<file path="src/rtl/uart_rx.sv">
// 8N1 serial receiver: two-flop input synchronizer, mid-bit sampling FSM driven
// by a run-time bit divisor, and a one-entry holding register with sticky flags.
module uart_rx (
  input  logic        clk,
  input  logic        reset,
  input  logic        rxd,
  input  logic [15:0] bdiv,
  input  logic        re,
  output logic [7:0]  rdata,
  output logic        valid,
  output logic        ferr,
  output logic        oerr,
  output logic        busy
);

  typedef enum logic [2:0] {
    IDLE  = 3'd0,
    START = 3'd1,
    DATA  = 3'd2,
    STOP  = 3'd3,
    BRK   = 3'd4
  } state_t;

  state_t      state;
  logic [1:0]  sync;
  logic        rxs;
  logic [15:0] cnt;
  logic [2:0]  bitn;
  logic [7:0]  sh;
  logic        cnt_z;

  assign rxs   = sync[1];
  assign cnt_z = (cnt == 16'd0);

  // Idle-high reset value so release on a quiet line never looks like a start edge.
  always_ff @(posedge clk or negedge reset) begin
    if (!reset) sync <= 2'b11;
    else        sync <= {sync[0], rxd};
  end

  always_ff @(posedge clk or negedge reset) begin
    if (!reset) begin
      state <= IDLE;
      cnt   <= 16'd0;
      bitn  <= 3'd0;
      sh    <= 8'h00;
      rdata <= 8'h00;
      valid <= 1'b0;
      ferr  <= 1'b0;
      oerr  <= 1'b0;
      busy  <= 1'b0;
    end else begin
      // Read clears first; a frame finishing this same edge overrides below.
      if (re) begin
        valid <= 1'b0;
        ferr  <= 1'b0;
        oerr  <= 1'b0;
      end
      case (state)
        IDLE: begin
          if (!rxs) begin
            cnt   <= {1'b0, bdiv[15:1]};
            state <= START;
            busy  <= 1'b1;
          end
        end
        START: begin
          if (!cnt_z) begin
            cnt <= cnt - 16'd1;
          end else if (!rxs) begin
            cnt   <= bdiv;
            bitn  <= 3'd0;
            state <= DATA;
          end else begin
            state <= IDLE;
            busy  <= 1'b0;
          end
        end
        DATA: begin
          if (!cnt_z) begin
            cnt <= cnt - 16'd1;
          end else begin
            sh  <= {rxs, sh[7:1]};
            cnt <= bdiv;
            if (bitn == 3'd7) state <= STOP;
            else              bitn  <= bitn + 3'd1;
          end
        end
        STOP: begin
          if (!cnt_z) begin
            cnt <= cnt - 16'd1;
          end else if (rxs) begin
            if (!valid || re) begin
              rdata <= sh;
              valid <= 1'b1;
            end else begin
              oerr <= 1'b1;
            end
            state <= IDLE;
            busy  <= 1'b0;
          end else begin
            ferr  <= 1'b1;
            state <= BRK;
          end
        end
        BRK: begin
          if (rxs) begin
            state <= IDLE;
            busy  <= 1'b0;
          end
        end
        default: begin
          state <= IDLE;
          busy  <= 1'b0;
        end
      endcase
    end
  end

endmodule

</file>
<file path="config.mk">
export PLATFORM = sky130hd
export DESIGN_NAME = uart_rx
export DESIGN_NICKNAME = d
export VERILOG_FILES = /design/src/rtl/uart_rx.sv
export SDC_FILE = /design/constraint.sdc
export NUM_CORES = 1
export LEC_CHECK = 0
export BUFFER_PORTS_ARGS = -buffer_cell sky130_fd_sc_hd__buf_2
export CAP_MARGIN = 20
export CORE_ASPECT_RATIO = 0.75
export CORE_UTILIZATION = 43
export DETAILED_ROUTE_END_ITERATION = 8
export GPL_TIMING_DRIVEN = 0
export PLACE_DENSITY = 0.62
export SYNTH_ARGS = -nofsm -noshare
export SYNTH_HDL_FRONTEND = slang
export SYNTH_SLANG_ARGS = --single-unit
export TNS_END_PERCENT = 10
</file>
<file path="constraint.sdc">
create_clock -name clk -period 2.95 [get_ports clk]
set_input_delay 0.1475 -clock clk [delete_from_list [all_inputs] [get_ports clk]]
set_output_delay 0.1475 -clock clk [all_outputs]
set_load 0.02 [all_outputs]
</file>
==> flow_metrics.py <==
metrics = {
    "outcome": {
        "status": "completed",
    },
    "yosys": {
        "synthCells": 234,
        "synth_flop_cell": "dfrtp_1",
        "synth.net_count": 258,
        "synth_edf_count": 0,
        "yosysSeqAreaShare_pct": 44.1,
        "ys_types": 56,
        "ys_ff_latch": 44,
        "avgSynthCellArea_um2": 10.7,
        "synthesis.area_um2": 2500,
        "synthArstFlopShare_pct": 100,
        "yosys_warnings": 0,
    },
    "run": {
        "maxCapViolations": 0,
    },
    "layout": {
        "fin_area_um2": 2890,
        "n_fill_cell": 515,
        "finalNetCount": 299,
        "drive_above_1_share_pct": 28.3,
        "multi_input_area_um2": 1280,
        "regArea_um2": 1100,
        "syn2layout_area_growth_pct": 15.3,
        "antenna_cells": 0,
        "instances_no_fill": 351,
    },
    "floorplan": {
        "dieHeight_um": 68.1,
        "coreArea_um2": 5470,
        "ios": 32,
        "dieArea_um2": 6140,
        "num_rows": 23,
        "fp.dieW_um": 90.1,
        "start_util_pct": 45.8,
    },
    "timing": {
        "rsz0062_at_grt": "false",
        "period_share_pct": 83.9,
        "worst_slew_pin_slew_ps": 855,
        "fin_crit_ps": 2480,
        "hold_viol_final": 0,
        "drv_slew": 0,
        "setup_viol": 0,
        "max_slew_margin_pct": 42.5,
        "fmax_mhz": 404,
        "finClkSkew_ps": 4.70,
        "worst_slack_ps": 475,
        "finalSetupTns_ps": 0,
    },
    "routing": {
        "drcViolationCount": 0,
        "viasPerCell": 5.92,
        "antenna_left": 0,
        "drtIter0Drc": 205,
        "firstDrtPassIters": 4,
        "vias": 2077,
        "wl_per_cell_um": 17.2,
        "postRouteWirelength_um": 6020,
    },
    "worst_setup_path": {
        "critical_path_class": "reg2reg",
        "end_kind": "flop",
        "cp_max_fo": 10,
        "cp.required_ps": 3140,
        "crit_arrival_ps": 2670,
        "cp-start-kind": "flop",
    },
    "placement": {
        "placed_cells": 340,
        "place_congestion": 0.892,
        "placed_cell_area_um2": 2750,
        "io_buffers": 31,
        "place_hpwl_um": 4330,
        "post-place-ws_ps": 544,
    },
    "clocking": {
        "cts.sinks": 44,
        "cts_root_buf": "clkbuf_8",
        "cts_buffer_depth": 2,
        "cts_setup_buffers": 0,
        "cts_made_buffers": 5,
        "clk_latency_ps": 300,
        "h-tree-depth": 2,
        "cts.reportedPaths.clkPinSlew_ps": 90,
        "tritoncts": "yes",
        "ctsResizeCount": 0,
    },
    "min_path": {
        "hold_path_class": "in2reg",
    },
    "global_route": {
        "grt_use_total_pct": 21.4,
        "overflow": 0,
        "antenna_found_initial": 0,
        "first_global_vias": 1993,
        "grt_pass1_wl_um": 10100,
        "grt_max_degree": 45,
    },
    "pwr": {
        "pwr_density_cell_nw_per_um2": 535,
        "ir_drop_mv": 0.260,
        "finalPower_mw": 1.55,
        "p_leak_nw": 1.28,
    },
}
synth_stat cells (all sizes together) (4+ instances only):
cell type,instances,area (um2)
a21oi,7,38.8
a22o,13,114
a32oi,14,123
buf,8,58.8
clkbuf,6,22.5
dfrtp,42,1050
ha,4,50.1
inv,10,37.5
mux2,16,184
nand2,12,50.1
nand3,6,30.0
nand4,4,31.3
nor2,14,52.6
nor3,10,60.1
nor4,7,56.3
o21ai,20,145
o31ai,6,50.1
o41ai,4,35.0
kinds of logic (layout without fill, tap and decap cells):
| kind of cell | count (synthesis) | in the layout | synth area share [%] |
|---|---|---|---|
| and+or+nand+nor | 65 | 65 | 15.3 |
| xor gates and xnor gates | 1 | 1 | 0.350 |
| DFF | 44 | 44 | 44.1 |
| buffers and inverters | 24 | 66 | 4.74 |
| muxes | 18 | 18 | 8.14 |
| adders and majority gates | 5 | 5 | 2.40 |
| AOI/OAI and AO/OA | 77 | 77 | 25.0 |
final cells by class:
type                    instances  share of cell area (%)
well taps                      75                    3.25
plain buffers                  14                    2.82
clock buffers                   7                    2.99
inverters                      10                    1.30
flip-flops and latches         44                    38.2
repair buffers                 34                    6.76
multi-input cells             166                    44.4
clock inverters                 1                   0.260
critical path, stage by stage, from the launching register on:
cell and delay [ps]:
dfrtp_1 430, inv_1 150, ha_1 190, nor4b_2 410
a41oi_1 220, nand3_1 250, buf_2 330, o21ai_0 150
a22o_1 240
metal layers:
layer  vias up  share of wire (%)  track usage, %  routed length [um]
li1        996                  -               -                   -
met1       999                 51            31.2                3080
met2        71                 41            31.0                2460
met3        11                6.2            4.11                 372
met4         0                1.7            9.27                 103
met5         -                  0               0                   0
path summary, 6_finish.rpt:
| path | from | end | slack, ps | cells past startpoint |
|---|---|---|---|---|
| max | cnt[0] | cnt[14] | 470 | 8 |
| min | re | oerr | 10 | 2 |
| max reg2reg | cnt[0] | cnt[14] | 470 | 8 |
| min reg2reg | sync[0] | sync[1] | 360 | 0 |
| max in group asynchronous | reset | cnt[2] | 2220 | 3 |
| min in group asynchronous | reset | busy | 270 | 2 |
registers in the layout, indices dropped and copies added (netlist names):
name   cells
oerr       1
bitn       3
state      3
valid      1
sync       2
busy       1
cnt       16
rdata      8
ferr       1
sh         8
what timing repair did:
action                     in CTS  in global routing
hold buffers                    1                  1
hold endpoints to repair        1                  9
setup endpoints to repair       0                  0
through the flow:
step	utilization, %	hold WS, ps
detailed placement	50.4	257
global placement	50.4	253
floorplan	-	-148
finish	52.8	14.3
CTS	52.3	7.50
global route	52.8	11.8
placed cells by master, fill, tap and decap left out, drive strengths merged, types with 2 or more instances in the layout:
cell / Yosys / routed
a21oi: 7 / 7
a22o: 13 / 13
a32oi: 14 / 14
a41oi: 2 / 2
and4: 2 / 2
buf: 8 / 40
clkbuf: 6 / 13
dfrtp: 42 / 42
dfstp: 2 / 2
dlygate4sd3: 0 / 2
ha: 4 / 4
inv: 10 / 10
mux2: 16 / 16
mux2i: 2 / 2
nand2: 12 / 12
nand2b: 2 / 2
nand3: 6 / 6
nand4: 4 / 4
nor2: 14 / 14
nor3: 10 / 10
nor4: 7 / 7
o21ai: 20 / 20
o311a: 2 / 2
o31ai: 6 / 6
o41ai: 4 / 4
or3: 2 / 2
or4: 2 / 2
where the power goes:
group / switching, mW / total, mW / internal (mW) / leakage, nW
clock network: 0.215 / 0.405 / 0.191 / 0.0445
logic: 0.165 / 0.318 / 0.153 / 0.674
registers: 0.135 / 0.823 / 0.688 / 0.566
Note: power is estimated with default switching activity, not from simulation.
